--- config.mk ---
export PLATFORM = sky130hd
export DESIGN_NAME = gcd_controller
export DESIGN_NICKNAME = d
export VERILOG_FILES = /design/src/rtl/gcd_pkg.sv /design/src/rtl/gcd_watchdog.sv /design/src/rtl/gcd_controller.sv
export SDC_FILE = /design/constraint.sdc
export NUM_CORES = 1
export LEC_CHECK = 0
export BUFFER_PORTS_ARGS = -buffer_cell sky130_fd_sc_hd__buf_2
export CORE_AREA = 2 2 39 41
export CTS_CLUSTER_DIAMETER = 150
export DETAILED_ROUTE_END_ITERATION = 8
export DIE_AREA = 0 0 41 43
export GPL_TIMING_DRIVEN = 0
export PLACE_DENSITY_LB_ADDON = 0.3
export SYNTH_ARGS = -nofsm -noshare
export SYNTH_HDL_FRONTEND = slang
export SYNTH_SLANG_ARGS = --single-unit
--- constraint.sdc ---
create_clock -name clk -period 1.2 [get_ports clk]
set_input_delay 0.06 -clock clk [delete_from_list [all_inputs] [get_ports clk]]
set_output_delay 0.06 -clock clk [all_outputs]
set_load 0.1 [all_outputs]
--- src/rtl/gcd_pkg.sv ---
// Shared types for the GCD controller: state encoding, control-word payload and defaults.
package gcd_pkg;

    localparam int unsigned STATE_W          = 3;
    localparam int unsigned MAX_ITER_DEFAULT = 15;
    localparam int unsigned ITER_W_DEFAULT   = 4;

    typedef enum logic [STATE_W-1:0] {
        S_IDLE = 3'd0,
        S_LOAD = 3'd1,
        S_CMP  = 3'd2,
        S_SUBX = 3'd3,
        S_SUBY = 3'd4,
        S_GLD  = 3'd5,
        S_DONE = 3'd6,
        S_ERR  = 3'd7
    } state_t;

    typedef struct packed {
        logic xmsel;
        logic ymsel;
        logic xld;
        logic yld;
        logic gld;
        logic busy;
        logic done;
        logic err;
    } ctrl_t;

    // Moore output decode: control word presented while in state s
    function automatic ctrl_t decode(input state_t s);
        ctrl_t c;
        c = '0;
        case (s)
            S_LOAD: begin
                c.xmsel = 1'b1;
                c.ymsel = 1'b1;
                c.xld   = 1'b1;
                c.yld   = 1'b1;
                c.busy  = 1'b1;
            end
            S_CMP:  c.busy = 1'b1;
            S_SUBX: begin
                c.xld  = 1'b1;
                c.busy = 1'b1;
            end
            S_SUBY: begin
                c.yld  = 1'b1;
                c.busy = 1'b1;
            end
            S_GLD: begin
                c.gld  = 1'b1;
                c.busy = 1'b1;
            end
            S_DONE: begin
                c.done = 1'b1;
                c.busy = 1'b1;
            end
            S_ERR: begin
                c.done = 1'b1;
                c.err  = 1'b1;
                c.busy = 1'b1;
            end
            default: c = '0;
        endcase
        return c;
    endfunction

endpackage

--- src/rtl/gcd_watchdog.sv ---
// Subtract-step counter with limit compare; aborts non-converging runs (zero operand).
module gcd_watchdog #(
    parameter int unsigned MAX_ITER = 15,
    parameter int unsigned ITER_W   = 4
) (
    input  logic clk,
    input  logic clr,
    input  logic clear,
    input  logic inc,
    output logic at_limit_c
);

    logic [ITER_W-1:0] count;

    always_ff @(posedge clk or posedge clr) begin
        if (clr) begin
            count <= '0;
        end else if (clear) begin
            count <= '0;
        end else if (inc) begin
            count <= count + ITER_W'(1);
        end
    end

    assign at_limit_c = (count == ITER_W'(MAX_ITER));

endmodule

--- src/rtl/gcd_controller.sv ---
// Moore FSM sequencing gcd_datapath: load, subtract until equal, capture gcd, done pulse.
// Optional watchdog abort enabled by defining GCD_WDOG_EN.
module gcd_controller
    import gcd_pkg::*;
#(
    parameter int unsigned MAX_ITER = MAX_ITER_DEFAULT,
    parameter int unsigned ITER_W   = ITER_W_DEFAULT
) (
    input  logic clk,
    input  logic clr,
    input  logic start,
    input  logic eqflg,
    input  logic itflg,
    output logic xmsel,
    output logic ymsel,
    output logic xld,
    output logic yld,
    output logic gld,
    output logic busy,
    output logic done,
    output logic err
);

    if (MAX_ITER >= (1 << ITER_W)) begin : g_bad_cfg
        $error("gcd_controller: ITER_W too narrow for MAX_ITER");
    end

    state_t state, state_next;
    ctrl_t  ctrl_q;
    logic   wdog_limit_c;

`ifdef GCD_WDOG_EN
    gcd_watchdog #(
        .MAX_ITER (MAX_ITER),
        .ITER_W   (ITER_W)
    ) u_watchdog (
        .clk        (clk),
        .clr        (clr),
        .clear      (state == S_LOAD),
        .inc        ((state == S_SUBX) || (state == S_SUBY)),
        .at_limit_c (wdog_limit_c)
    );
`else
    assign wdog_limit_c = 1'b0;
`endif

    // Outputs are registered from the next-state decode so they track the state register exactly
    always_ff @(posedge clk or posedge clr) begin
        if (clr) begin
            state  <= S_IDLE;
            ctrl_q <= '0;
        end else begin
            state  <= state_next;
            ctrl_q <= decode(state_next);
        end
    end

    always_comb begin
        state_next = state;
        case (state)
            S_IDLE:  if (start) state_next = S_LOAD;
            S_LOAD:  state_next = S_CMP;
            S_CMP: begin
                if (eqflg)             state_next = S_GLD;
                else if (wdog_limit_c) state_next = S_ERR;
                else if (itflg)        state_next = S_SUBY;
                else                   state_next = S_SUBX;
            end
            S_SUBX:  state_next = S_CMP;
            S_SUBY:  state_next = S_CMP;
            S_GLD:   state_next = S_DONE;
            S_DONE:  state_next = S_IDLE;
            S_ERR:   state_next = S_IDLE;
            default: state_next = S_IDLE;
        endcase
    end

    assign xmsel = ctrl_q.xmsel;
    assign ymsel = ctrl_q.ymsel;
    assign xld   = ctrl_q.xld;
    assign yld   = ctrl_q.yld;
    assign gld   = ctrl_q.gld;
    assign busy  = ctrl_q.busy;
    assign done  = ctrl_q.done;
    assign err   = ctrl_q.err;

endmodule
==> metrics.txt <==
drt pass-1 iters 2; FF+latch count, synth 10; wire per inst 9.369 um; CTS buffer count 3; drt total wl 609 um; Register Area 251.5 um2; nets@finish 55; synthesized area 386.6 um2; core footprint 1384 um2; Longest Clk Path Bufs 2; io pins 13; port bufs 12; Die Wd 41 um; clock-pin slew on the worst setup and hold paths 0.06 ns; commonest non-fill, non-tap cell in the layout buf_2; main combinational cell family by area after synthesis simple AND/OR/NAND/NOR gates; crit-path max FO 2; first-pass GRT wire length 979 um; Synth Area in Adders 0%; Synth area leaders dfrtp_1 65%, nor2_1 4.9%, or3b_1 4.5%, a22oi_2 3.2%, buf_6 2.9%; area of the multi-input gates 113.9 um2; syn nets 37; largest net degree at the start of global routing 11; cell taking the most area after synthesis dfrtp_1; commonest non-fill, non-tap cells in the layout 11 x buf_2, 9 x dfrtp_1, 5 x nor2_1; chip height 43 um; post-CTS setup buffers 0; Setup crit end kind primary output; CTS sink cnt 10; Tcrit/Tclk final 91.68%; post-layout util 36.62%; sum of negative setup slack 0 ns; CTS H-tree depth 1; Finished Layout Cells 65; final setup violation count 0; fillers 145; Cell variety after synth 17; status complete, no violations; sequential fraction of the synthesis area 64.72%; Critical Path RT 1.14 ns; DRC 0; Initial DRC Count 2; RSZ-0062 raised after global routing false; HP Start itflg; Post-Synth XOR/XNOR Area 0%; total gr overflow 0; worst-skew pair later-pin latency 0.25 ns; Setup Skew 0.004213 ns; final hold vios 0; Die ar. 1763 um2; simple-gate portion of the synthesized area 19.09%; Setup CP Type reg2out; Design Area, Final 506.7 um2; Worst Hold Depth 3; post-DR vias/cell 4.292; fin crit period 1.100 ns; Post-Syn Area per Cell 12.08 um2; CP startpoint kind register; CTS tree done; Arr. time, crit path 1.04 ns; multiplexer share of the synthesized area 0%; R2R cell count 3; reg2reg setup slack 0.13 ns; Overall Global Routing Usage 8.832%; P&R area growth vs syn 31.07%; vias 279; complex-gate fraction of the synthesized area 9.385%; layout cells sized above 1 40.82%; Antenna Cells 0; Initial Util 27.94%; share of Yosys cell area claimed by the top area cell type 64.72%; CTS Root Cell clkbuf_4; cell area after placement 467.9 um2; max cap viols 0; post-route ant nets 0; worst r2r dst xld; antenna violations before repair 0; vias in the first global route 251; hpwl dp 477.4 um; Worst Hold Class in2reg; gpl congestion 0.7057; Std-Cell Rows 14; max frequency 909.0 MHz; Min-Delay Endpoint state[2]; count of pins over their slew limit 0; cells after synthesis 32; placed cells 60; Reg2Reg Launch Point state[1]; synth warn 0
==> final cells by class <==
cell class	count	share of cell area (%)
Buffer	2	3.704
Clock buffer	4	5.185
Inverter	1	0.7407
Multi-Input combinational cell	19	22.47
Sequential cell	10	49.63
Tap cell	16	3.951
Timing Repair Buffer	13	14.32
==> sequential cells by signal, summed over array words and instances, names as in the netlist <==
name and cells:
busy 1, done 1, err 1, gld 1, state 3, xld 1
xmsel 1, yld 1
==> critical path, stage by stage (launching register included) <==
cell and delay, ns:
dfrtp_2 0.40, buf_4 0.12, clkbuf_4 0.27
==> what timing repair did <==
action | 4_1_cts | 5_1_grt
setup endpoints to repair | 0 | 1
hold buffers | 1 | 0
hold endpoints to repair | 10 | 0
gates resized for setup | 0 | 1
==> metal layers <==
metal  track usage, %  up-vias  wire length [um]
li1                 -      141                 -
met1            11.33      125               281
met2            10.94       11               259
met3            3.141        2                59
met4            8.000        0                 9
met5                0        -                 0
==> stage by stage <==
stage               setup WS, ns  hold slack, ns
finish                   0.09987         0.08400
global route             0.06091         0.08204
CTS                      0.02173         0.07176
detailed placement        0.1294         0.05403
global placement          0.1247         0.04846
floorplan                 0.1032        -0.09989
==> Yosys cell counts, drive strengths merged <==
library cell and count:
a22oi 2, nand2 1, a21oi 2, buf 2, or3b 2, nor2 5, or2 1, conb 1
inv 1, o22ai 1, nand2b 1, nor3b 1, and3 1, dfrtp 10, nand3b 1
==> logic make-up (layout without fill, tap and decap cells) <==
logic type | after synthesis | in the layout
AO/OA/AOI/OAI | 5 | 5
buffers and inverters | 3 | 20
flip-flops | 10 | 10
other | 1 | 1
AND/OR/NAND/NOR | 13 | 13
==> worst max-delay path by stage <==
stage | startpoint | end | cells after the start
floorplan | xmsel | ymsel | 1
global placement | state[1] | state[1] | 3
detailed placement | state[1] | state[1] | 3
CTS | xmsel | ymsel | 2
global route | xmsel | ymsel | 2
finish | xmsel | ymsel | 2
Power is not shown: default switching activity piles up to over one toggle a cycle in this logic, so the estimate is an artifact.
